`config.mk`:
```
export PLATFORM = sky130hd
export DESIGN_NAME = greenhouse_actuator_scheduler
export DESIGN_NICKNAME = d
export VERILOG_FILES = /design/src/rtl/greenhouse_pkg.sv /design/src/rtl/greenhouse_channel_timer.sv /design/src/rtl/greenhouse_actuator_scheduler.sv
export SDC_FILE = /design/constraint.sdc
export NUM_CORES = 1
export LEC_CHECK = 0
export BUFFER_PORTS_ARGS = -buffer_cell sky130_fd_sc_hd__clkbuf_2
export CAP_MARGIN = 15
export CELL_PAD_IN_SITES_DETAIL_PLACEMENT = 0
export CELL_PAD_IN_SITES_GLOBAL_PLACEMENT = 2
export CORE_MARGIN = 2
export CORE_UTILIZATION = 30
export CTS_CLUSTER_DIAMETER = 80
export DETAILED_ROUTE_END_ITERATION = 10
export PLACE_DENSITY = 0.8
export SYNTH_ARGS = -nofsm -noshare
export SYNTH_HDL_FRONTEND = slang
export SYNTH_SLANG_ARGS = --single-unit
```
`constraint.sdc`:
```
create_clock -name clk -period 12 [get_ports clk]
set_input_delay 0.6 -clock clk [delete_from_list [all_inputs] [get_ports clk]]
set_output_delay 0.6 -clock clk [all_outputs]
set_load 0.03 [all_outputs]
```
`src/rtl/greenhouse_pkg.sv`:
```
// Shared definitions for the greenhouse actuator scheduler: channel map, state
// encodings, the NUTRI/FLUSH exclusion mask and small arbitration helpers.
package greenhouse_pkg;

    localparam int NUM_CH   = 5;
    localparam int CH_NUTRI = 0;
    localparam int CH_WATER = 1;
    localparam int CH_TEMP  = 2;
    localparam int CH_SPRAY = 3;
    localparam int CH_FLUSH = 4;
    localparam int CH_GAS   = 5;

    typedef enum logic [1:0] {
        CH_OFF  = 2'd0,
        CH_ON   = 2'd1,
        CH_COOL = 2'd2
    } ch_state_t;

    typedef enum logic {
        TOP_NORMAL   = 1'b0,
        TOP_GAS_LOCK = 1'b1
    } top_state_t;

    // Channels that may never be on together.
    localparam logic [NUM_CH-1:0] EXCL_MASK = 5'b10001;

    // One-hot pick of the first candidate at or after ptr, wrapping over 0..4.
    function automatic logic [NUM_CH-1:0] rr_pick(input logic [NUM_CH-1:0] cand,
                                                  input logic [2:0]        ptr);
        logic [NUM_CH-1:0] pick;
        int                idx;
        pick = '0;
        for (int k = 0; k < NUM_CH; k++) begin
            idx = (int'(ptr) + k) % NUM_CH;
            if (cand[idx] && (pick == '0)) begin
                pick[idx] = 1'b1;
            end
        end
        return pick;
    endfunction

    function automatic logic [2:0] count_ones(input logic [NUM_CH-1:0] v);
        logic [2:0] n;
        n = '0;
        for (int k = 0; k < NUM_CH; k++) begin
            n = n + {2'b00, v[k]};
        end
        return n;
    endfunction

endpackage

```
`src/rtl/greenhouse_channel_timer.sv`:
```
// Per-channel OFF -> ON -> COOL -> OFF sequencer. The timer holds on-time while
// ON (saturating at MAX_ON) and the remaining cooldown while COOL.
module greenhouse_channel_timer
    import greenhouse_pkg::*;
#(
    parameter int MIN_ON   = 4,
    parameter int MAX_ON   = 16,
    parameter int COOLDOWN = 2,
    parameter int CNT_W    = 5
) (
    input  logic      clk,
    input  logic      reset,
    input  logic      req,
    input  logic      grant,
    input  logic      revoke,
    input  logic      force_off,
    output ch_state_t state,
    output logic      on,
    output logic      min_met,
    output logic      max_hit
);

    ch_state_t        state_q, state_d;
    logic [CNT_W-1:0] timer_q, timer_d;

    // NOTE: registers take <= so every flop samples pre-edge values; the
    // combinational block below uses = because it describes plain logic.
    always_ff @(posedge clk) begin
        if (reset) begin
            state_q <= CH_OFF;
            timer_q <= '0;
        end else begin
            state_q <= state_d;
            timer_q <= timer_d;
        end
    end

    assign state   = state_q;
    assign on      = (state_q == CH_ON);
    assign min_met = on && (timer_q >= CNT_W'(MIN_ON));
    assign max_hit = on && (timer_q >= CNT_W'(MAX_ON));

    // NOTE: defaults first so no path leaves state_d/timer_d unassigned (no latch).
    always_comb begin
        state_d = state_q;
        timer_d = timer_q;
        unique case (state_q)
            CH_OFF: begin
                if (grant) begin
                    state_d = CH_ON;
                    timer_d = CNT_W'(1);
                end
            end
            CH_ON: begin
                if (force_off || revoke || (!req && min_met)) begin
                    state_d = CH_COOL;
                    timer_d = CNT_W'(COOLDOWN);
                end else if (!max_hit) begin
                    timer_d = timer_q + CNT_W'(1);
                end
            end
            CH_COOL: begin
                if (timer_q <= CNT_W'(1)) begin
                    state_d = CH_OFF;
                    timer_d = '0;
                end else begin
                    timer_d = timer_q - CNT_W'(1);
                end
            end
            default: begin
                state_d = CH_OFF;
                timer_d = '0;
            end
        endcase
    end

endmodule

```
`src/rtl/greenhouse_actuator_scheduler.sv`:
```
// Shares the actuator power budget among channels 0..4 with round-robin grants,
// NUTRI/FLUSH exclusion and a GAS_LOCK override that forces everything else off.
module greenhouse_actuator_scheduler
    import greenhouse_pkg::*;
#(
    parameter int MAX_ACTIVE = 2,
    parameter int MIN_ON     = 4,
    parameter int MAX_ON     = 16,
    parameter int COOLDOWN   = 2,
    parameter int CNT_W      = 5
) (
    input  logic       clk,
    input  logic       reset,
    input  logic [5:0] S,
    output logic [5:0] A,
    output logic [2:0] active_cnt,
    output logic [5:0] waiting,
    output logic       gas_lock
);

    ch_state_t         ch_state [NUM_CH];
    logic [NUM_CH-1:0] ch_on, min_met, max_hit;
    logic [NUM_CH-1:0] off_vec, excl_ok, pending, cand;
    logic [NUM_CH-1:0] grant_pre, grant, revoke, release_vec;
    top_state_t        top_q, top_d;
    logic [2:0]        rr_q, rr_d;
    logic              gas_req, grant_ok;

    assign gas_req = S[CH_GAS];

    for (genvar i = 0; i < NUM_CH; i++) begin : g_ch
        greenhouse_channel_timer #(
            .MIN_ON   (MIN_ON),
            .MAX_ON   (MAX_ON),
            .COOLDOWN (COOLDOWN),
            .CNT_W    (CNT_W)
        ) u_timer (
            .clk       (clk),
            .reset     (reset),
            .req       (S[i]),
            .grant     (grant[i]),
            .revoke    (revoke[i]),
            .force_off (gas_req),
            .state     (ch_state[i]),
            .on        (ch_on[i]),
            .min_met   (min_met[i]),
            .max_hit   (max_hit[i])
        );
    end

    always_ff @(posedge clk) begin
        if (reset) begin
            top_q <= TOP_NORMAL;
            rr_q  <= '0;
        end else begin
            top_q <= top_d;
            rr_q  <= rr_d;
        end
    end

    // Gas presence alone decides the top state; grants pause for the exit cycle too.
    always_comb begin
        top_d = top_q;
        unique case (top_q)
            TOP_NORMAL:   if (gas_req)  top_d = TOP_GAS_LOCK;
            TOP_GAS_LOCK: if (!gas_req) top_d = TOP_NORMAL;
            default:      top_d = TOP_NORMAL;
        endcase
    end

    assign grant_ok = (top_q == TOP_NORMAL) && !gas_req;

    always_comb begin
        off_vec     = '0;
        excl_ok     = '1;
        grant_pre   = '0;
        grant       = '0;
        revoke      = '0;
        release_vec = '0;
        rr_d        = rr_q;
        for (int i = 0; i < NUM_CH; i++) begin
            off_vec[i] = (ch_state[i] == CH_OFF);
        end
        // An exclusive channel may start only when its partner is fully OFF.
        for (int i = 0; i < NUM_CH; i++) begin
            if (EXCL_MASK[i]) begin
                excl_ok[i] = &(off_vec | ~EXCL_MASK | (NUM_CH'(1) << i));
            end
        end
        pending = S[NUM_CH-1:0] & off_vec;
        cand    = pending & excl_ok;

        // Revocation looks at waiters left over after a grant that needs no freed slot.
        if (grant_ok && (int'(active_cnt) < MAX_ACTIVE)) begin
            grant_pre = rr_pick(cand, rr_q);
        end
        revoke      = max_hit & {NUM_CH{|(pending & ~grant_pre)}};
        release_vec = ch_on & ((~S[NUM_CH-1:0] & min_met) | revoke);

        if (grant_ok && ((int'(active_cnt) - int'(count_ones(release_vec))) < MAX_ACTIVE)) begin
            grant = rr_pick(cand, rr_q);
        end
        for (int i = 0; i < NUM_CH; i++) begin
            if (grant[i]) begin
                rr_d = (i == NUM_CH - 1) ? 3'd0 : 3'(i + 1);
            end
        end
    end

    assign gas_lock   = (top_q == TOP_GAS_LOCK);
    assign A          = {gas_lock, ch_on};
    assign active_cnt = count_ones(ch_on);
    assign waiting    = {1'b0, pending & ~grant};

endmodule

```
### Word level (Yosys, flattened, before mapping)

Index checks and enable logic that the tools add are counted.

| cells by class | value |
|---|---|
| $add $sub $neg | 23 |
| divide/modulo/power cells | 5 |
| magnitude comparators | 27 |
| eq/ne operators | 30 |
| multiplexer cells | 94 |
| bitwise operators | 20 |
| reduce and logical (&&, ||, !) cells | 75 |

Operators by type and width:

| kind | count |
|---|---|
| $mux W5 | 39 |
| $ge A32 B1 Y1 const B | 5 |
| $lt A32 B5 Y1 const B | 5 |
| $mod A32 B4 Y32 const B | 4 |
| $pmux W5 S3 | 5 |
| $or A5 B5 Y5 | 9 |
| $logic_not A5 Y1 | 8 |
| $and A5 B5 Y5 | 7 |
| $mod A4 B4 Y32 const B | 1 |
| $logic_and A1 B1 Y1 | 31 |
| $mux W2 | 15 |
| $pmux W2 S3 | 5 |
| $add A5 B1 Y5 const B | 5 |
| $ge A5 B3 Y1 const B | 5 |
| $ge A5 B5 Y1 const B | 5 |
| $le A5 B1 Y1 const B | 5 |
| $sub A5 B1 Y5 const B | 5 |
| $ne A2 B1 Y1 const B | 10 |
| $mux W1 | 16 |
| $bmux W1 S3 | 5 |
| $demux W1 S3 | 5 |
| $ne A3 B3 Y1 const B | 5 |
| $not A5 Y5 | 3 |
| $reduce_and A3 Y1 | 5 |
| other kinds (23) | 66 |

| word-level totals | value |
|---|---|
| register bits after elaboration | 39 |
| output and inout port bits | 16 |

### Logic depth before layout (Yosys ltp)

| depth | value |
|---|---|
| word-level depth | 58 |
| mapped depth | 46 |
| gate-level depth less buffers | 37 |

### Cells and area by module

Synthesis repeated with hierarchy kept, for this count alone.

| unflattened totals | value |
|---|---|
| cells, all modules | 800 |
| area total of the unflattened synthesis | 6173.4 µm² |

Modules (own cells, without submodules):

| module | times used | cells an instance | area an instance (µm²) | sequential area each (µm²) |
|---|---|---|---|---|
| greenhouse_actuator_scheduler | 1 | 454 | 3246.9 | 80.1 |
| greenhouse_channel_timer (g_ch[0].u_timer ...) | 4 | 69 | 586.8 | 140.1 |
| greenhouse_channel_timer (g_ch[4].u_timer) | 1 | 70 | 579.3 | 140.1 |

### Worst setup path before layout

No wires, ideal clock.

| timing | value |
|---|---|
| path type | reg-to-reg |
| start | reg rr_q[0] |
| end | reg g_ch[1].u_timer.timer_q[2] |
| arrival time | 10.002 ns |
| path slack | 1.906 ns |
| cell stages (with the launch flop) | 42 |
| path buffers | 7 |
| cell sequence | dfxtp_1 > buf_2 > inv_1 > clkbuf_1 > ha_1 > clkbuf_1 > inv_1 > ha_1 > clkbuf_1 > inv_1 > ha_1 > or3_1 > clkbuf_1 > nand3_1 > nand2_1 > ha_1 > inv_1 > a21oi_1 > [... 6 more ...] > o21ai_0 > a31oi_1 > or4b_1 > buf_2 > buf_2 > o21a_1 > and2_1 > ha_1 > fa_1 > fa_1 > fa_1 > nand2_1 > a21o_1 > a311oi_1 > a21bo_2 > and2_1 > or4b_2 > o32ai_1 |

| on the way | value |
|---|---|
| longest elaborated chain between the ends | 39 |
| elaborated cells on any way between the ends | 112 |
| classes of those cells | 9 x add/sub; 5 x div; 11 x order compare; 2 x eq/ne; 46 x mux; 13 x bitwise; 26 x reduce/logical |

RTL lines:

| element | line | text |
|---|---|---|
| start: declaration | greenhouse_actuator_scheduler.sv:26 | `logic [2:0] rr_q, rr_d;` |
| start signal: assignment | greenhouse_actuator_scheduler.sv:57 | `rr_q <= rr_d;` |
| parallel branches: the longest is 39 deep, another holds $mod A32 B4 Y32 | -- |  |
| end signal: assignment | greenhouse_channel_timer.sv:34 | `timer_q <= timer_d;` |
| end: declaration | greenhouse_channel_timer.sv:24 | `logic [CNT_W-1:0] timer_q, timer_d;` |

Several ways; the timed one is not identified. The select of a mux whose other input is x is not followed.
A chain may end at the register's enable or synchronous reset.

### Worst setup path in the final report

| timing | value |
|---|---|
| start | reg rr_q[1] |
| end | out waiting[2] |

| on the way | value |
|---|---|
| longest elaborated chain between the ends | 39 |
| elaborated cells on any way between the ends | 107 |
| classes of those cells | 9 x add/sub; 5 x div; 11 x order compare; 44 x mux; 15 x bitwise; 23 x reduce/logical |

RTL lines:

| element | line | text |
|---|---|---|
| parallel branches: the longest is 36 deep, another holds $mod A32 B4 Y32 | -- |  |
| $mux W5 (*) | greenhouse_actuator_scheduler.sv:100 | `if (grant_ok && ((int'(active_cnt) - int'(count_ones(release_vec))) < MAX_ACTIVE)) begin` |
| $not A5 Y5 (*) | greenhouse_actuator_scheduler.sv:113 | `assign waiting = {1'b0, pending & ~grant};` |
| $and A5 B5 Y5 (*) | greenhouse_actuator_scheduler.sv:113 |  |
| end: declaration | greenhouse_actuator_scheduler.sv:17 | `output logic [5:0] waiting,` |

Every way passes the cells marked *. The select of a mux whose other input is x is not followed.

==> metrics.txt <==
status finished, final reports clean; CP delay by family, top adder cells; clock buffer depth 2; endpoints failing setup 0; Psw 1.02 mW; IO Port Bufs 22; Worst Clk Skew 6.80 ps; Detail Route Antenna Nets 0; Final Hold Fails 0; fill count 2302; Setup TNS Final 0 ps; Slew HR 44.1%; vias per std cell 5.89; Seq pwr share 10.8%; CTS Root Cell clkbuf_16; Combinational Power Share 80.3%; placed cell count 1139; nets@finish 935; P_int 0.793 mW; Clk network pwr share 8.9%; share of cells above drive strength 1 under 10%; commonest cells after routing, fill and taps aside nor2_1, nand2_1, a21oi_1, inv_1, o21ai_0; Worst-path clk slew 60 ps; RSZ-0062 raised after global routing no; Tot Pwr 1.82 mW; All-Layer GR Usage between 15 and 20%; pin count of the biggest net entering global routing 51; CP Data Required Time between 10000 and 15000 ps; Hold Crit Class reg2reg; 1st-iter DRT viols ~460; DIE AREA 22500 um^2; post-route clock period utilization 92.1%; CTS Buf Count 5; Sink Count 39; Antenna Diode Count 0; Critical Path AT 10450 ps; Mapped Nets 961; first-pass GRT wire length 32.4 mm; via count 6757; Sw Share 56.3%; Slew @ Worst Pin 838 ps; Clock Latency Late Sink between 200 and 300 ps; Tmin final between 10000 and 15000 ps; EDFF count, synth 0; Max Cap Viol 0; WL met2 approximately 9 mm; die height 150 um; IO Pins 24; Fmax 90.5 MHz; Post-Layout Cell Count about 1100; crit path max fanout 15; total wire length 19.6 mm; FP Rows 53; drt first pass iters 5; Initial Util between 30% and 40%; Post-CTS Hold Buffers 0; Core ar. ~21000 um^2; CP Launch Type flop; Setup CP Type reg2out; VDD IR max 0.130 mV; Min Hold Slack 542 ps; Post-synth top flop dfxtp_1; Slew Viols, Final 0; Critical Path Sink Type output pin; Warnings, synthesis 0; Area growth syn-to-layout 6.53%; FFs w/ async S/R, synth 0%; Synth Instances roughly 900; gpl congestion around 0.89; synth top area cells dfxtp_1, ha_1, nor2_1; dpl hpwl ~15 mm; met1 wire length 9.21 mm; top-area cell type share of the netlist area 12.2%; die width 150 um; #FFs+latches synth 39; most common cell after layout, fill and taps aside nor2_1; area leader, netlist dfxtp_1; residual DRC count 0; Worst Path Buf+Inv 5; WL/cell 17.1 um; GR Overflow Total 0; mapped cell area 6380 um^2; htree depth 2; sequential element share of the synthesized area about an eighth; post-synthesis cell type count 100; Worst path max stage delay approximately 770 ps; vias in the first global route 6270; CTS tree yes; Synth Area per Inst slightly above 7 um^2; PD cells 267 nW/um^2; initial antenna violation count 0; Leakage roughly 2.6 nW; highest metal used met4; met3 WL 966 um; Slowest cell on crit path or4b_1
-- cells in the mapped netlist (7+ instances only) --
master / number
o22ai_1: 9
nand2b_1: 13
nor3_1: 31
nand4_1: 12
clkbuf_1: 45
a21oi_1: 59
xnor2_1: 12
o21ai_1: 7
nor3b_1: 7
o21ai_0: 52
a21o_1: 10
a211oi_1: 19
a211o_1: 7
and3_1: 7
or2_2: 12
buf_2: 7
buf_4: 8
mux2i_1: 9
a31oi_1: 14
nor2_1: 83
o21a_1: 8
a221oi_1: 11
nand4b_1: 8
dfxtp_1: 39
nor2b_1: 17
and2_1: 16
nand3_1: 25
ha_1: 50
inv_1: 54
nand2_1: 65
o211ai_1: 8
-- logic make-up (layout without fill, tap and decap cells) --
logic type | Yosys count | after routing | share of synthesized area (%)
XOR/XNOR | 14 | 14 | 2.04
AO/OA/AOI/OAI | 318 | 318 | 36.5
adder cells (fa/ha/maj) | 57 | 57 | 11.8
other | 1 | 1 | 0.0588
flip-flops | 39 | 39 | 12.2
AND/OR/NAND/NOR | 336 | 336 | 27.6
buffers and inverters | 120 | 95 | 7.78
multiplexers | 12 | 12 | 1.94
-- sequential cells by signal, indices dropped and copies added, names as in the netlist --
name / flops
g_ch.u_timer.timer_q: 25
rr_q: 3
gas_lock: 1
g_ch.u_timer.state: 10
-- timing repair --
item / 4_1_cts / 5_1_grt
resized for setup: 0 / 1
setup endpoints to repair: 0 / 2
setup buffers: 0 / 0
-- cell type report --
type	count	area [um^2]	area share, %
repair buffers	31	178	2.61
clock inverters	2	35.0	0.515
flip-flops and latches	39	782	11.5
multi-input cells	738	5110	75.2
well taps	275	344	5.06
clock buffers	6	139	2.04
inverters	56	210	3.09
-- worst register-to-register path, delay by kind of cell (launching register included) --
kind	cells	cell delay [ps]
compound gates	13	3520
fa+ha+maj	8	3370
simple gates	8	2760
buf+inv	4	610
flops	1	310
-- per-stage QoR --
stage	setup slack, ps	cell area, um^2	utilization (%)
final	951	6800	32.4
after CTS	760	6790	32.4
after global placement	1370	6620	31.6
after global routing	104	6800	32.4
after detailed placement	1090	6620	31.6
after floorplan	1910	6380	-
-- path summary, 6_finish.rpt --
kind / from / end / slack (ps) / cells past startpoint
min: g_ch[2].u_timer.timer_q[4] / g_ch[2].u_timer.timer_q[4] / 540 / 2
max: rr_q[1] / waiting[2] / 950 / 32
max reg2reg: rr_q[1] / g_ch[1].u_timer.timer_q[2] / 1360 / 33
min reg2reg: g_ch[2].u_timer.timer_q[4] / g_ch[2].u_timer.timer_q[4] / 540 / 2
-- per-layer routing --
metal	vias up	global-route usage [%]
met2	193	29.0
met1	3230	23.6
met5	-	0
li1	3312	-
met4	0	4.72
met3	22	2.47
-- power groups by stage --
stage	logic [mW]	clock network [mW]	registers, mW
finish	1.46	0.161	0.196
floorplan	1.14	0	0.186
global placement	1.46	0	0.200
global route	1.61	0.171	0.202
detailed placement	1.44	0	0.198
CTS	1.44	0.167	0.196
No activity file was read; power rests on OpenSTA's default activity.
